## src/rtl/memdata_arbiter_pkg.sv

```systemverilog
// Shared definitions for memdata_arbiter: FSM states, port ids, default width.
package memdata_arbiter_pkg;

  localparam int unsigned MEMARB_XLEN = 32;

  typedef enum logic [1:0] {
    ST_IDLE  = 2'd0,
    ST_ISSUE = 2'd1,
    ST_RESP  = 2'd2
  } memarb_state_e;

  localparam logic PORT_LSU = 1'b0;
  localparam logic PORT_DBG = 1'b1;

endpackage

```

## src/rtl/memdata_arbiter_rr.sv

```systemverilog
// Two-requester grant logic. Build option MEMARB_FIXED_PRIO_EN selects
// fixed priority (port 0 always wins); default is two-way round-robin.
module rr_arbiter_2 (
  input  logic [1:0] req,
  input  logic       last_grant,
  input  logic       enable,
  output logic [1:0] gnt
);

`ifdef MEMARB_FIXED_PRIO_EN
  logic w_unused_last_grant;
  assign w_unused_last_grant = last_grant;

  // Port 0 always takes precedence over port 1.
  always_comb begin
    gnt = 2'b00;
    if (enable) begin
      if (req[0])      gnt = 2'b01;
      else if (req[1]) gnt = 2'b10;
    end
  end
`else
  // Lone requester wins at once; on contention the port not granted last wins.
  always_comb begin
    gnt = 2'b00;
    if (enable) begin
      if (req == 2'b11) gnt = last_grant ? 2'b01 : 2'b10;
      else              gnt = req;
    end
  end
`endif

endmodule

```

## src/rtl/memdata_arbiter.sv

```systemverilog
// Shares the data-memory interface between the LSU (port 0) and debug/DMA
// (port 1). One access in flight: accept -> ISSUE -> RESP, rsp 2 cycles after
// accept. Option macro MEMARB_FIXED_PRIO_EN (see rr_arbiter_2).
module memdata_arbiter
  import memdata_arbiter_pkg::*;
#(
  parameter int unsigned XLEN = MEMARB_XLEN
) (
  input  logic            clk,
  input  logic            reset_n,
  input  logic            req0_valid,
  output logic            req0_ready,
  input  logic            req0_we,
  input  logic [XLEN-1:0] req0_addr,
  input  logic [XLEN-1:0] req0_wdata,
  output logic            rsp0_valid,
  output logic [XLEN-1:0] rsp0_rdata,
  input  logic            req1_valid,
  output logic            req1_ready,
  input  logic            req1_we,
  input  logic [XLEN-1:0] req1_addr,
  input  logic [XLEN-1:0] req1_wdata,
  output logic            rsp1_valid,
  output logic [XLEN-1:0] rsp1_rdata,
  output logic [XLEN-1:0] mem_read_address,
  output logic [XLEN-1:0] mem_write_address,
  output logic [XLEN-1:0] mem_data_write,
  output logic            mem_write_enabled,
  input  logic [XLEN-1:0] mem_data_out
);

  memarb_state_e   r_state;
  memarb_state_e   w_state_nxt;
  logic            r_active;
  logic            r_last_grant;
  logic            r_owner;
  logic            r_we;
  logic            w_arb_en;
  logic [1:0]      w_gnt;
  logic            w_accept;
  logic            w_sel;
  logic            w_sel_we;
  logic [XLEN-1:0] w_sel_addr;
  logic [XLEN-1:0] w_sel_wdata;

  // Grants only in IDLE/RESP, and not in the first cycle after reset release.
  assign w_arb_en = r_active && ((r_state == ST_IDLE) || (r_state == ST_RESP));

  rr_arbiter_2 u_arb (
    .req        ({req1_valid, req0_valid}),
    .last_grant (r_last_grant),
    .enable     (w_arb_en),
    .gnt        (w_gnt)
  );

  assign req0_ready  = w_gnt[0];
  assign req1_ready  = w_gnt[1];
  assign w_accept    = |w_gnt;
  assign w_sel       = w_gnt[1];
  assign w_sel_we    = w_sel ? req1_we    : req0_we;
  assign w_sel_addr  = w_sel ? req1_addr  : req0_addr;
  assign w_sel_wdata = w_sel ? req1_wdata : req0_wdata;

  // FSM state register.
  always_ff @(posedge clk or negedge reset_n) begin
    if (!reset_n) r_state <= ST_IDLE;
    else          r_state <= w_state_nxt;
  end

  // FSM next-state.
  always_comb begin
    w_state_nxt = r_state;
    case (r_state)
      ST_IDLE:  if (w_accept) w_state_nxt = ST_ISSUE;
      ST_ISSUE: w_state_nxt = ST_RESP;
      ST_RESP:  w_state_nxt = w_accept ? ST_ISSUE : ST_IDLE;
      default:  w_state_nxt = ST_IDLE;
    endcase
  end

  // Capture on accept, drive memory during ISSUE, return response in RESP.
  always_ff @(posedge clk or negedge reset_n) begin
    if (!reset_n) begin
      r_active          <= 1'b0;
      r_last_grant      <= PORT_DBG;
      r_owner           <= PORT_LSU;
      r_we              <= 1'b0;
      mem_read_address  <= '0;
      mem_write_address <= '0;
      mem_data_write    <= '0;
      mem_write_enabled <= 1'b0;
      rsp0_valid        <= 1'b0;
      rsp0_rdata        <= '0;
      rsp1_valid        <= 1'b0;
      rsp1_rdata        <= '0;
    end else begin
      r_active          <= 1'b1;
      mem_write_enabled <= 1'b0;
      rsp0_valid        <= 1'b0;
      rsp1_valid        <= 1'b0;
      if (w_accept) begin
        r_last_grant      <= w_sel;
        r_owner           <= w_sel;
        r_we              <= w_sel_we;
        mem_read_address  <= w_sel_addr;
        mem_write_address <= w_sel_addr;
        mem_data_write    <= w_sel_wdata;
        mem_write_enabled <= w_sel_we;
      end
      if (r_state == ST_ISSUE) begin
        if (r_owner == PORT_LSU) begin
          rsp0_valid <= 1'b1;
          rsp0_rdata <= r_we ? '0 : mem_data_out;
        end else begin
          rsp1_valid <= 1'b1;
          rsp1_rdata <= r_we ? '0 : mem_data_out;
        end
      end
    end
  end

endmodule

```

## config.mk

```make
export PLATFORM = sky130hd
export DESIGN_NAME = memdata_arbiter
export DESIGN_NICKNAME = d
export VERILOG_FILES = /design/src/rtl/memdata_arbiter_pkg.sv /design/src/rtl/memdata_arbiter_rr.sv /design/src/rtl/memdata_arbiter.sv
export SDC_FILE = /design/constraint.sdc
export NUM_CORES = 1
export LEC_CHECK = 0
export BUFFER_PORTS_ARGS = -buffer_cell sky130_fd_sc_hd__buf_4
export CORE_AREA = 2 2 127 129
export CTS_CLUSTER_DIAMETER = 30
export DETAILED_ROUTE_END_ITERATION = 8
export DIE_AREA = 0 0 129 131
export PLACE_DENSITY = 0.74
export SLEW_MARGIN = 10
export SYNTH_ARGS = -nofsm -noshare
export SYNTH_HDL_FRONTEND = slang
export SYNTH_SLANG_ARGS = --single-unit
```

## constraint.sdc

```tcl
create_clock -name clk -period 3.9 [get_ports clk]
set_input_delay 0.39 -clock clk [delete_from_list [all_inputs] [get_ports clk]]
set_output_delay 0.39 -clock clk [all_outputs]
set_load 0.01 [all_outputs]
```

* After elaboration in Yosys (flattened, before gate mapping)
Cells that the tools add are included. W data, S select, Z words.
Storage, ports and cells: flip-flop bits (word level) 137, word-level logic and storage cells 38, bits of input ports 166, output and inout bits 165
Cells by class: reduce and logical (&&, ||, !) cells 6, multiplexer cells 15, equality and inequality tests 4, bitwise operators 1
Operator list (count):
- $mux W32 | 3
- $mux W2 | 4
- $mux W1 | 7
- $pmux W2 S3 | 1
- $eq A2 B2 Y1 const B | 2
- $reduce_and A2 Y1 | 2
- $eq A2 B1 Y1 const B | 1
- $logic_not A2 Y1 | 1
- $ne A2 B2 Y1 const B | 1
- $reduce_or A2 Y1 | 1
- $logic_and A1 B1 Y1 | 1
- $logic_or A1 B1 Y1 | 1
- $not A1 Y1 | 1

* Longest topological paths before layout
depth after elaboration 7, depth in mapped cells 6, mapped depth without buffers 4

* By module
A second synthesis with hierarchy kept.
Second synthesis, totals: cells, all modules 510, area total of the unflattened synthesis 6286.0 µm²
By module, submodules not included:
- memdata_arbiter | times used 1, seq. area each 3429.5 µm², area each 6264.8 µm², cells each 505
- rr_arbiter_2 | times used 1, seq. area each 0.0 µm², area each 21.3 µm², cells each 5

* Least setup slack after synthesis
No wires, ideal clock.
path kind register to output, start point reg r_state[0], end point out req0_ready, path slack 2.338 ns, required time 3.510 ns, arrival 1.172 ns, buffers on the path 3, cell stages (with the launch flop) 6, cell sequence dfrtp_1 nor2b_1 buf_2 buf_2 buf_2 o211a_1
Between the ends: word-level cells in the longest chain between the ends 4, elaborated cells between the ends (all ways) 5, classes of those cells eq/ne (1); mux (1); reduce/logical (3)
Ends and longest elaborated chain:
- start: declaration | line memdata_arbiter.sv:32 | memarb_state_e r_state;
- start signal: assignment | line memdata_arbiter.sv:67 | else r_state <= w_state_nxt;
- $eq A2 B2 Y1 / $logic_not A2 Y1 (equally long branches) | line memdata_arbiter.sv:47 | assign w_arb_en = r_active && ((r_state == ST_IDLE) || (r_state == ST_RESP));
- $logic_or A1 B1 Y1 (*) | line memdata_arbiter.sv:47
- $logic_and A1 B1 Y1 (*) | line memdata_arbiter.sv:47
- $mux W2 (*) | line memdata_arbiter_rr.sv:26 | if (enable) begin
- end: declaration | line memdata_arbiter.sv:12 | output logic req0_ready,
Every way passes the cells marked *; elsewhere a longest branch is shown, timed or not.

* Final worst setup path
start point reg r_last_grant, end point out req1_ready
Between the ends: word-level cells in the longest chain between the ends 3
Ends and longest elaborated chain:
- start: declaration | line memdata_arbiter.sv:35 | logic r_last_grant;
- start signal: assignment | line memdata_arbiter.sv:102 | r_last_grant <= w_sel;
- $mux W2 (2 in a row) | line memdata_arbiter_rr.sv:27 | if (req == 2'b11) gnt = last_grant ? 2'b01 : 2'b10;
- $mux W2 | line memdata_arbiter_rr.sv:26
- end: declaration | line memdata_arbiter.sv:19 | output logic req1_ready,
No other way between the ends.

==> results.md <==
- Status: finished clean
- PortBufs: 330
- Root Buffer: clkbuf_16
- CTS resizes: 0
- Placement Rows: 46
- CTS sink cnt: 137
- Layout Nets: 1101
- Clock share of power: 0.306
- Largest net degree at the start of global routing: 113
- Commonest cells in the synthesized netlist: dfrtp_1 (136), o21ai_0 (90), inv_1 (69)
- Post-synthesis compound-gate area fraction: 0.2669
- Critical-path cell list: nand2_1 -> nand3_2 -> inv_1 -> buf_4
- Clock tree buffer depth: 2
- Initial core utilization: 0.4144
- Synth area leaders: dfrtp_1 (53%), o2111ai_1 (8.8%), o211ai_1 (7.4%)
- Number of cells produced by synthesis: 677
- Critical Path Max Stage Delay: 1.06 ns
- Ys flop type: dfrtp_1
- Worst path arrival time: 2.38 ns
- Initial antenna violation count: 0
- Residual DRC count: 0
- Total CTS buffers: 17
- Share of post-route cells with drive strength above 1: 0.3987
- Crit. End Element: output pin
- Hold slack: 0.1299 ns
- WS Path Type: reg -> out
- Worst-skew pair later-pin latency: 0.41 ns
- H-tree depth: 4
- Simple-gate share of the synthesized area: 0.07782
- Int Power: 3.714 mW
- Slowest cell on crit path: dfstp_2
- Worst endpoint required time: 3.51 ns
- # diodes: 0
- Combinational share of power: 0.309
- Gr usage total: 0.2404
- Cell taking the most area after synthesis: dfrtp_1
- Syn_area_per_cell: 9.548 µm²
- Fin crit period: 2.774 ns
- Sw frac: 0.3182
- Main combinational cell family by area after synthesis: compound AO/OA/AOI/OAI gates
- CP max FO: 41
- Crit path launch type: register
- Max-cap violations: 0
- Sequential share of power: 0.385
- VDD IR max: 0.3120 mV
- Die width: 129 µm
- Post-DRT Antenna Nets: 0
- Post-CTS Hold Buffers: 0
- Synth Net Count: 843
- Yosys reg bits: 137
- Vias in the first global route: 5872
- Delay-heaviest family, CP: flip-flops
- Top cell type's share of synthesized area: 0.5265
- Period utilization: 0.7112
- Ys async rst share: 1.000
- P&R area growth vs syn: 45.12%
- RePlAce Congestion: 0.7846
- Most common cell in the synthesized netlist: dfrtp_1
- HPWL after detailed placement: 14.13 mm
- Avg WL per Cell: 17.78 µm
- Post-Synth XOR/XNOR Area: 0
- Pins Over Slew Limit: 0
- First-pass GRT wire length: 31.58 mm
- DRT iter0 DRCs: 410
- Core Region: 0.01560 mm²
- Post-synthesis cell area: 0.006464 mm²
- Routed wire length: 20.69 mm
- Net switching power figure: 1.733 mW
- Vias: 6108
- Final Hold Viols: 0
- Max-slew headroom: 0.1874
- Yosys warnings: 0
- Post-CTS setup buffers: 0
- CTS tree: yes
- Post-synth EDFFs: 0
- Clk slew on worst S/H paths: 0.06 ns
- Finish-stage setup viols: 0
- Die Area: 0.01690 mm²
- Finished Core Util: 0.6014
- Post-synthesis mux area share: 0
- Hold Path Class: in -> async
- WP buf/inv: 2
- Power density over the cells: 580.7 mW/mm²
- Worst Tran Pin Value: 1.219 ns
- R2r setup slk: 1.57 ns
- Number of vias per cell: 5.247
- Skew final: 0.008948 ns
- Sequential share of the synthesized area: 0.5306
- Pre-Repair DR Iteration Count: 4
- P_leak: 4.640 nW
- Max Freq: 360.5 MHz
- # IOs: 331
- Netlist cell types: 23
- Adder-cell area share of the yosys netlist: 0
- Die Y: 131 µm
- RSZ-0062 raised after global routing: false
- Fin Setup TNS: 0 ns
- Total grt overflow: 0
[per-stage QoR]
stage / instance area, µm² / setup WS, ns / power (mW) / std cells
3_3_place_gp: 8770 / 1.585 / 3.774 / 1132
2_1_floorplan: 6464 / 2.338 / 2.856 / 677
6_report: 9380 / 1.126 / 5.447 / 1164
4_1_cts: 9380 / 1.128 / 5.496 / 1164
5_1_grt: 9380 / 0.9871 / 5.755 / 1164
3_5_place_dp: 8770 / 1.573 / 3.817 / 1132
[flip-flops by register name, summed over array words and instances (netlist names)]
signal and flops:
r_active 1, rsp1_valid 1, r_last_grant 1, rsp1_rdata 32, mem_data_write 32, r_owner 1, r_we 1, rsp0_valid 1
mem_write_enabled 1, mem_write_address 32, rsp0_rdata 32, r_state 2
[placed cells by master (no fill, tap or decap), drive strengths merged, types with 2 or more instances in the layout]
cell type	instances
a21o	2
buf	340
bufinv	3
clkbuf	19
clkinv	5
clkinvlp	2
dfrtp	136
inv	72
nand2	66
nand2b	33
nand3	2
nor2b	2
o2111ai	65
o211ai	64
o21ai	130
[power groups by stage]
stage	clock network, mW	logic (mW)	registers, mW
after CTS	1.69	1.70	2.10
after detailed placement	0	1.70	2.12
after global placement	0	1.67	2.11
after floorplan	0	0.630	2.23
after global routing	1.75	1.86	2.15
final	1.67	1.68	2.10
[final timing paths]
kind | startpoint | to | cells after the start
min in group clk | req1_wdata[14] | mem_data_write[14] | 3
min reg2reg | r_state[1] | r_state[1] | 1
max | r_last_grant | req1_ready | 4
max reg2reg | r_last_grant | mem_data_write[30] | 4
max in group asynchronous | reset_n | rsp0_rdata[21] | 2
min | reset_n | rsp1_rdata[12] | 1
[area by class of cell]
cell class	count	area, µm²
fillers	1414	6217
inverters	69	259.0
clock buffers	19	442.9
well taps	216	270.3
clock inverters	13	167.7
multi-input cells	370	2255
flip-flops and latches	137	3430
repair buffers	340	2556
[logic make-up after synthesis]
family	Yosys count
flip-flops	137
AND/OR/NAND/NOR	107
other	1
AO/OA/AOI/OAI	262
buffers and inverters	170
[worst register-to-register path, stage by stage, from the launching register on]
cell and delay [ns]:
dfstp_2 1.06, nand2_1 0.19, nand3_2 0.40, buf_4 0.39, o211ai_1 0.15
[per-layer routing]
| layer | part of all wire | wire, µm | track usage | vias up |
|---|---|---|---|---|
| met4 | 0.028 | 578 | 0.09655 | 0 |
| met1 | 0.39 | 8035 | 0.2909 | 2910 |
| met2 | 0.49 | 10120 | 0.3974 | 279 |
| li1 | - | - | - | 2874 |
| met5 | 0 | 0 | 0 | - |
| met3 | 0.094 | 1954 | 0.08143 | 45 |
No activity file was read; power rests on OpenSTA's default activity.
